--- config.mk ---
export PLATFORM = sky130hd
export DESIGN_NAME = rtlola_hlc_scheduler_flat
export DESIGN_NICKNAME = d
export VERILOG_FILES = /design/src/rtl/rtlola_hlc_scheduler_pkg.sv /design/src/rtl/rtlola_hlc_scheduler_if.sv /design/src/rtl/rtlola_hlc_scheduler_task_fifo.sv /design/src/rtl/rtlola_hlc_scheduler.sv /design/src/flat_wrapper.sv
export SDC_FILE = /design/constraint.sdc
export NUM_CORES = 1
export LEC_CHECK = 0
export ABC_AREA = 1
export CAP_MARGIN = 25
export CELL_PAD_IN_SITES_DETAIL_PLACEMENT = 1
export CELL_PAD_IN_SITES_GLOBAL_PLACEMENT = 2
export CORE_ASPECT_RATIO = 1.1
export CORE_UTILIZATION = 35
export DETAILED_ROUTE_END_ITERATION = 8
export GPL_ROUTABILITY_DRIVEN = 0
export PLACE_DENSITY = 0.95
export SLEW_MARGIN = 20
export SYNTH_ARGS = -nofsm -noshare
export SYNTH_HDL_FRONTEND = slang
export SYNTH_HIERARCHICAL = 1
export SYNTH_SLANG_ARGS = --single-unit
export TNS_END_PERCENT = 5
--- constraint.sdc ---
create_clock -name clk -period 4.5 [get_ports clk]
set_clock_uncertainty 0.1 [all_clocks]
set_input_delay 0.9 -clock clk [delete_from_list [all_inputs] [get_ports clk]]
set_output_delay 0.9 -clock clk [all_outputs]
set_load 0.02 [all_outputs]
--- src/rtl/rtlola_hlc_scheduler_pkg.sv ---
// Shared types and default sizing for the RTLola high-level controller.
package rtlola_sched_pkg;

  localparam int DATA_W_DEF        = 64;
  localparam int TS_W_DEF          = 64;
  localparam int PERIOD_CYCLES_DEF = 10000;
  localparam int NUM_LAYERS_DEF    = 3;
  localparam int QUEUE_DEPTH_DEF   = 4;

  // One queued unit of work for the monitor datapath.
  typedef struct packed {
    logic [DATA_W_DEF-1:0] x;
    logic [TS_W_DEF-1:0]   ts;
    logic                  is_event;
    logic                  is_period;
  } task_t;

  // Dispatch phases seen by the monitor.
  typedef enum logic [1:0] {
    IDLE   = 2'd0,
    INPUT  = 2'd1,
    EVAL   = 2'd2,
    OUTPUT = 2'd3
  } phase_e;

endpackage

--- src/rtl/rtlola_hlc_scheduler_if.sv ---
// Bundle of stream inputs and monitor-facing dispatch outputs of the HLC.
interface rtlola_hlc_if #(
  parameter int DATA_W      = 64,
  parameter int TS_W        = 64,
  parameter int NUM_LAYERS  = 3,
  parameter int QUEUE_DEPTH = 4
);

  logic                         en;
  logic [DATA_W-1:0]            x;
  logic                         newX;
  logic [DATA_W-1:0]            task_x;
  logic [TS_W-1:0]              task_ts;
  logic                         task_is_event;
  logic                         task_is_period;
  logic                         input_phase;
  logic [NUM_LAYERS-1:0]        layer_en;
  logic                         output_phase;
  logic                         busy;
  logic [$clog2(QUEUE_DEPTH):0] q_count;
  logic                         overflow;

  // Stream source / monitor side.
  modport master (
    output en, x, newX,
    input  task_x, task_ts, task_is_event, task_is_period,
    input  input_phase, layer_en, output_phase, busy, q_count, overflow
  );

  // Scheduler side.
  modport slave (
    input  en, x, newX,
    output task_x, task_ts, task_is_event, task_is_period,
    output input_phase, layer_en, output_phase, busy, q_count, overflow
  );

endinterface

--- src/rtl/rtlola_hlc_scheduler_task_fifo.sv ---
// Synchronous first-word-fall-through FIFO of pending monitor tasks.
module rtlola_task_fifo
  import rtlola_sched_pkg::*;
#(
  parameter int  DEPTH   = 4,
  parameter type entry_t = task_t
) (
  input  logic                       clk,
  input  logic                       rst,
  input  logic                       push,
  input  logic                       pop,
  input  entry_t                     din,
  output entry_t                     head,
  output logic                       full,
  output logic                       empty,
  output logic [$clog2(DEPTH):0]     count
);

  localparam int AW = $clog2(DEPTH);

  entry_t          mem_q [DEPTH];
  entry_t          mem_d [DEPTH];
  logic [AW-1:0]   wr_ptr_q, wr_ptr_d;
  logic [AW-1:0]   rd_ptr_q, rd_ptr_d;
  logic [AW:0]     count_q, count_d;
  logic            do_push;
  logic            do_pop;

  // A push into a full queue only fits when the head leaves in the same cycle.
  always_comb begin
    do_pop   = pop && (count_q != '0);
    do_push  = push && ((count_q != (AW+1)'(DEPTH)) || do_pop);
    mem_d    = mem_q;
    wr_ptr_d = wr_ptr_q;
    rd_ptr_d = rd_ptr_q;
    if (do_push) begin
      mem_d[wr_ptr_q] = din;
      wr_ptr_d        = wr_ptr_q + AW'(1);
    end
    if (do_pop) begin
      rd_ptr_d = rd_ptr_q + AW'(1);
    end
    count_d = count_q + (AW+1)'(do_push) - (AW+1)'(do_pop);
  end

  // Storage, pointers and occupancy; reset flushes the queue.
  always_ff @(posedge clk) begin
    if (!rst) begin
      mem_q    <= '{default: '0};
      wr_ptr_q <= '0;
      rd_ptr_q <= '0;
      count_q  <= '0;
    end else begin
      mem_q    <= mem_d;
      wr_ptr_q <= wr_ptr_d;
      rd_ptr_q <= rd_ptr_d;
      count_q  <= count_d;
    end
  end

  assign head  = mem_q[rd_ptr_q];
  assign full  = (count_q == (AW+1)'(DEPTH));
  assign empty = (count_q == '0);
  assign count = count_q;

endmodule

--- src/rtl/rtlola_hlc_scheduler.sv ---
// RTLola high-level controller: timestamps input events and periodic deadlines,
// queues them, and walks each task through input, layer evaluation and output.
//
//  state  | meaning
//  IDLE   | no task in dispatch, waiting for a non-empty queue
//  INPUT  | monitor latches task_x of the queue head
//  EVAL   | one evaluation layer per cycle, layer_en = 1 << layer
//  OUTPUT | monitor outputs valid, head is popped
module rtlola_hlc_scheduler
  import rtlola_sched_pkg::*;
#(
  parameter int DATA_W        = DATA_W_DEF,
  parameter int TS_W          = TS_W_DEF,
  parameter int PERIOD_CYCLES = PERIOD_CYCLES_DEF,
  parameter int NUM_LAYERS    = NUM_LAYERS_DEF,
  parameter int QUEUE_DEPTH   = QUEUE_DEPTH_DEF
) (
  input logic         clk,
  input logic         rst,
  rtlola_hlc_if.slave bus
);

  localparam int CW = $clog2(QUEUE_DEPTH) + 1;
  localparam int PW = $clog2(PERIOD_CYCLES);
  localparam int LW = (NUM_LAYERS > 1) ? $clog2(NUM_LAYERS) : 1;

  typedef struct packed {
    logic [DATA_W-1:0] x;
    logic [TS_W-1:0]   ts;
    logic              is_event;
    logic              is_period;
  } entry_t;

  logic [TS_W-1:0] ts_q, ts_d;
  logic [PW-1:0]   per_q, per_d;
  logic            newx_q, newx_d;
  logic            ovf_q, ovf_d;
  phase_e          state_q, state_d;
  logic [LW-1:0]   layer_q, layer_d;

  logic            evt;
  logic            deadline;
  logic            push;
  logic            pop;
  entry_t          din;
  entry_t          head;
  logic            fifo_full;
  logic            fifo_empty;
  logic [CW-1:0]   fifo_count;

  // Free-running timestamp, period counter and newX history, all frozen by en=0.
  always_comb begin
    ts_d   = ts_q;
    per_d  = per_q;
    newx_d = newx_q;
    if (bus.en) begin
      ts_d   = ts_q + TS_W'(1);
      per_d  = deadline ? '0 : per_q + PW'(1);
      newx_d = bus.newX;
    end
  end

  // Edge-detect, deadline and the merged queue entry; a coincident pair yields one entry.
  always_comb begin
    evt           = bus.newX && !newx_q;
    deadline      = (per_q == PW'(PERIOD_CYCLES - 1));
    push          = bus.en && (evt || deadline);
    pop           = bus.en && (state_q == OUTPUT);
    din.x         = bus.x;
    din.ts        = ts_q;
    din.is_event  = evt;
    din.is_period = deadline;
    ovf_d         = ovf_q | (push && fifo_full && !pop);
  end

  // Counter, history and sticky overflow registers.
  always_ff @(posedge clk) begin
    if (!rst) begin
      ts_q   <= '0;
      per_q  <= '0;
      newx_q <= 1'b0;
      ovf_q  <= 1'b0;
    end else begin
      ts_q   <= ts_d;
      per_q  <= per_d;
      newx_q <= newx_d;
      ovf_q  <= ovf_d;
    end
  end

  rtlola_task_fifo #(
    .DEPTH   (QUEUE_DEPTH),
    .entry_t (entry_t)
  ) u_fifo (
    .clk   (clk),
    .rst   (rst),
    .push  (push),
    .pop   (pop),
    .din   (din),
    .head  (head),
    .full  (fifo_full),
    .empty (fifo_empty),
    .count (fifo_count)
  );

  // FSM state register; reset abandons any task in flight.
  always_ff @(posedge clk) begin
    if (!rst) begin
      state_q <= IDLE;
      layer_q <= '0;
    end else begin
      state_q <= state_d;
      layer_q <= layer_d;
    end
  end

  // FSM next state; after OUTPUT go straight to INPUT if anything remains after the pop.
  always_comb begin
    state_d = state_q;
    layer_d = layer_q;
    if (bus.en) begin
      case (state_q)
        IDLE: begin
          if (!fifo_empty) state_d = INPUT;
        end
        INPUT: begin
          state_d = EVAL;
          layer_d = '0;
        end
        EVAL: begin
          if (layer_q == LW'(NUM_LAYERS - 1)) state_d = OUTPUT;
          else                                layer_d = layer_q + LW'(1);
        end
        OUTPUT: begin
          state_d = ((fifo_count > CW'(1)) || push) ? INPUT : IDLE;
        end
        default: state_d = IDLE;
      endcase
    end
  end

  // FSM outputs; task fields show the queue head only while a task is in dispatch.
  always_comb begin
    bus.input_phase    = (state_q == INPUT);
    bus.layer_en       = (state_q == EVAL) ? (NUM_LAYERS'(1) << layer_q) : '0;
    bus.output_phase   = (state_q == OUTPUT);
    bus.task_x         = '0;
    bus.task_ts        = '0;
    bus.task_is_event  = 1'b0;
    bus.task_is_period = 1'b0;
    if (state_q != IDLE) begin
      bus.task_x         = head.x;
      bus.task_ts        = head.ts;
      bus.task_is_event  = head.is_event;
      bus.task_is_period = head.is_period;
    end
    bus.busy     = (state_q != IDLE) || !fifo_empty;
    bus.q_count  = fifo_count;
    bus.overflow = ovf_q;
  end

endmodule

--- src/flat_wrapper.sv ---
// flat-port wrapper written by rule: the top's interface ports become plain ports
module rtlola_hlc_scheduler_flat import rtlola_sched_pkg::*;
#(
  parameter int DATA_W        = DATA_W_DEF,
  parameter int TS_W          = TS_W_DEF,
  parameter int PERIOD_CYCLES = PERIOD_CYCLES_DEF,
  parameter int NUM_LAYERS    = NUM_LAYERS_DEF,
  parameter int QUEUE_DEPTH   = QUEUE_DEPTH_DEF
)
  (clk, rst, bus_en, bus_x, bus_newX, bus_task_x, bus_task_ts, bus_task_is_event, bus_task_is_period, bus_input_phase, bus_layer_en, bus_output_phase, bus_busy, bus_q_count, bus_overflow);
  rtlola_hlc_if #(.DATA_W(DATA_W), .TS_W(TS_W), .NUM_LAYERS(NUM_LAYERS), .QUEUE_DEPTH(QUEUE_DEPTH)) bus_i ();
  input logic clk;
  input logic rst;
  input wire logic [$bits(bus_i.en)-1:0] bus_en;
  input wire logic [$bits(bus_i.x)-1:0] bus_x;
  input wire logic [$bits(bus_i.newX)-1:0] bus_newX;
  output wire logic [$bits(bus_i.task_x)-1:0] bus_task_x;
  output wire logic [$bits(bus_i.task_ts)-1:0] bus_task_ts;
  output wire logic [$bits(bus_i.task_is_event)-1:0] bus_task_is_event;
  output wire logic [$bits(bus_i.task_is_period)-1:0] bus_task_is_period;
  output wire logic [$bits(bus_i.input_phase)-1:0] bus_input_phase;
  output wire logic [$bits(bus_i.layer_en)-1:0] bus_layer_en;
  output wire logic [$bits(bus_i.output_phase)-1:0] bus_output_phase;
  output wire logic [$bits(bus_i.busy)-1:0] bus_busy;
  output wire logic [$bits(bus_i.q_count)-1:0] bus_q_count;
  output wire logic [$bits(bus_i.overflow)-1:0] bus_overflow;
  assign bus_i.en = bus_en;
  assign bus_i.x = bus_x;
  assign bus_i.newX = bus_newX;
  assign bus_task_x = bus_i.task_x;
  assign bus_task_ts = bus_i.task_ts;
  assign bus_task_is_event = bus_i.task_is_event;
  assign bus_task_is_period = bus_i.task_is_period;
  assign bus_input_phase = bus_i.input_phase;
  assign bus_layer_en = bus_i.layer_en;
  assign bus_output_phase = bus_i.output_phase;
  assign bus_busy = bus_i.busy;
  assign bus_q_count = bus_i.q_count;
  assign bus_overflow = bus_i.overflow;
  rtlola_hlc_scheduler #(.DATA_W(DATA_W), .TS_W(TS_W), .PERIOD_CYCLES(PERIOD_CYCLES), .NUM_LAYERS(NUM_LAYERS), .QUEUE_DEPTH(QUEUE_DEPTH)) u_core (.clk(clk), .rst(rst), .bus(bus_i));
endmodule
==> out/metrics.yaml <==
outcome:
  run_status: "complete, no violations"
cts:
  ctsHoldBuffers: 0
  postCtsResizedCells: 0
  clock_latency_ns: 0.64
  cts_buffer_depth: 3
  htreeDepth: 3
  cts_tree: "built"
  clockRootBuffer: "clkbuf_16"
  numCtsBuffers: 76
  post-cts-setup-buffer-count: 0
  cts_sinks: 611
  clkTransAtPathRegs_ns: 0.05
sta:
  whs_ns: 0.386
  fmax_mhz: 236
  setup_violations: 0
  worst_slack_ns: 0.266
  final_hold_viol_count: 0
  maxSlewViolCount: 0
  worst_pin_slew_ns: 1.29
  slew_headroom: 0.142
  rsz0062_at_grt: "no"
  post-route-period-util: 0.941
  fin_setup_tns_ns: 0
  period_needed_ns: 4.23
floorplanning:
  dieHeight_um: 335
  die_w_um: 305
  die_area_um2: 102000
  start_util: 0.355
  core-area_um2: 99500
  ios: 208
  rows: 121
setup_path:
  worstPathCellList: "inv_8, buf_12, a21oi_1, a21oi_1, inv_1, nor2_1, clkdlybuf4s50_1"
  worstPathMaxFanout: 129
  cp.required_ns: 3.50
  cp.arrival_ns: 3.23
  critical_path.most_common_cell: "a21oi_1"
  end_kind: "output port"
  worst_path_largest_cell_delay_ns: 0.67
  r2r-end: "u_core/u_fifo/count[2]$_SDFF_PN0_"
  path_class: "flop to output port"
  reg2regPathDepth: 13
  critPathTopFamily: "buffers and inverters"
  r2r-start: "u_core/per_q[0]$_SDFFE_PN0P_"
  ff2ff_setup_slack_ns: 1.57
  cpMaxStageDelayCell: "clkdlybuf4s50_1"
  cp_num_buf_inv: 4
  cp-start-kind: "flop"
detailed_routing:
  dr_wl_met2_um: 58400
  m1WireLength_um: 55300
  via_count: 35484
  drt_iter0_drc: 2024
  drt-total-wl_um: 121000
  dr_wl_met3_um: 4270
  drc_errors: 0
  wl_per_cell_um: 16.9
  drt-vias-per-instance: 4.96
  top_layer_used: "met4"
  final_antenna_net_count: 0
  drt_first_pass_iters: 5
finish:
  instances_no_fill: 7149
  n_fill_cell: 13117
  multi_input_area_um2: 15800
  layout.nets: 5885
  utilization: 0.404
  drive_gt1_frac: 0.0410
  area_growth_pct: 13.9
  fin_area_um2: 40200
  antenna_cells: 0
  ff_latch_area_um2: 12200
power:
  peakVddDrop_uv: 247
  p_leak_nw: 17.9
  p_per_area_nw_per_um2: 348
  p_total_mw: 14.0
yosys:
  yosysMostFrequentCell: "inv_1"
  syn-num-nets: 5946
  netlist_top_cells_count: "1387 x inv_1, 1344 x nand2_1, 797 x nor2_1, 611 x dfxtp_1, 539 x nand4_1"
  synthFlopType: "dfxtp_1"
  syn_inst: 5862
  synth_area_leaders: "dfxtp_1 35%, inv_1 15%, nand2_1 14%"
  ys.warnings.count: 6
  synth_cell_type_count: 39
  synth_area_um2: 35300
  postSynth.asyncResetShare: 0
  synth-seq-cells: 611
  syn_area_per_cell_um2: 6.02
  synth.top_cell.area_share: 0.347
  yosysTopAreaCell: "dfxtp_1"
  synth_edf_count: 0
  seq_area_frac_synth: 0.347
hold_path:
  hp-start: "u_core/per_q[12]$_SDFFE_PN0P_"
  hold_end: "u_core/per_q[12]$_SDFFE_PN0P_"
  hold_class: "flop to flop"
  whs_path_depth: 1
global_routing:
  grt_max_degree: 204
  grt_pass1_wl_um: 194000
  grt_pass1_vias: 35856
  grt_use_total: 0.233
  antenna_found_initial: 0
  grt_overflow_total: 0
placement:
  detailedPlace.worstSlack_ns: 0.716
  io_buffers: 207
  post_dp_cell_area_um2: 37700
  dp_hpwl_um: 69200
  dp_cells: 7014
flow_run:
  drv_cap: 0
==> worst reg2reg max path: stages (launching register included) <==
cell	delay (ns)
dfxtp_1	0.39
ha_1	0.20
nand3_1	0.13
nor2_1	0.13
nand3_1	0.17
nand2_4	0.20
nand2_1	0.18
ha_1	0.33
inv_1	0.06
ha_1	0.16
inv_1	0.08
fa_1	0.40
o21ai_0	0.22
a21oi_1	0.07
==> worst max-delay path by stage <==
stage | start | to | slack [ns] | depth (start not counted)
5_1_grt | u_core/u_fifo/rd_ptr_q[0]$_SDFFE_PN0P_ | bus_task_ts[53] | 0.09 | 7
2_1_floorplan | bus_en | u_core/u_fifo/count[2]$_SDFF_PN0_ | 1.26 | 16
3_3_place_gp | bus_en | u_core/u_fifo/count[2]$_SDFF_PN0_ | 0.84 | 13
3_5_place_dp | bus_en | u_core/u_fifo/count[2]$_SDFF_PN0_ | 0.72 | 13
6_report | u_core/u_fifo/rd_ptr_q[0]$_SDFFE_PN0P_ | bus_task_ts[24] | 0.27 | 7
4_1_cts | u_core/u_fifo/rd_ptr_q[0]$_SDFFE_PN0P_ | bus_task_ts[53] | 0.19 | 7
==> kinds of logic after synthesis <==
| family | synth area share |
|---|---|
| AOI/OAI and AO/OA | 0.0863 |
| xor gates and xnor gates | 0.00422 |
| adders and majority gates | 0.00589 |
| buffers and inverters | 0.208 |
| and+or+nand+nor | 0.349 |
| DFF | 0.347 |
==> metal layers <==
metal  global-route usage  up-vias
li1                     -    17634
met5                    0        -
met3               0.0230      152
met1                0.302    17123
met4               0.0658        0
met2                0.408      575
==> flip-flops by register name (all words and copies together), names as in the netlist <==
| name | cells |
|---|---|
| u_core/u_fifo/wr_ptr_q | 2 |
| u_core/u_fifo/mem_q | 520 |
| u_core/newx_q | 1 |
| u_core/u_fifo/rd_ptr_q | 2 |
| u_core/bus.overflow | 1 |
| u_core/ts_q | 64 |
| u_core/state_q | 2 |
| u_core/per_q | 14 |
| u_core/layer_q | 2 |
| u_core/u_fifo/count | 3 |
==> where the power goes <==
group          leakage (nW)  switching [mW]  internal, mW
logic                  11.7            1.48         0.689
registers              4.95          0.0875          5.58
clock network          1.21            2.48          3.66
total                  17.9            4.05          9.93
==> cell type report <==
| class | count | share of cell area |
|---|---|---|
| inverter | 1397 | 0.131 |
| multi-input combinational | 3452 | 0.394 |
| clock inverter | 14 | 0.00305 |
| sequential | 611 | 0.305 |
| timing repair buffer | 263 | 0.0691 |
| tap | 1291 | 0.0402 |
| clock buffer | 121 | 0.0582 |
==> cell usage in the layout, fill, tap and decap left out, types with 3 or more instances in the layout <==
cell type,count
nor2_4,11
nor2_1,797
nor2_2,17
nand4_1,539
clkinv_2,11
nor3_4,3
buf_12,22
ha_1,10
clkbuf_16,81
clkbuf_8,16
dfxtp_1,610
xnor2_1,7
nor3_1,20
nor4_1,7
inv_2,8
and2_1,4
a21oi_1,431
clkbuf_1,24
nand2_2,9
inv_1,1387
xor2_1,10
nand3_1,47
o21ai_0,164
nand2_1,1343
clkdlybuf4s50_1,206
ha_4,5
nand3_2,4
o21ai_1,3
buf_4,34
nand3_4,5
a31oi_1,3
Note: power is estimated with default switching activity, not from simulation.
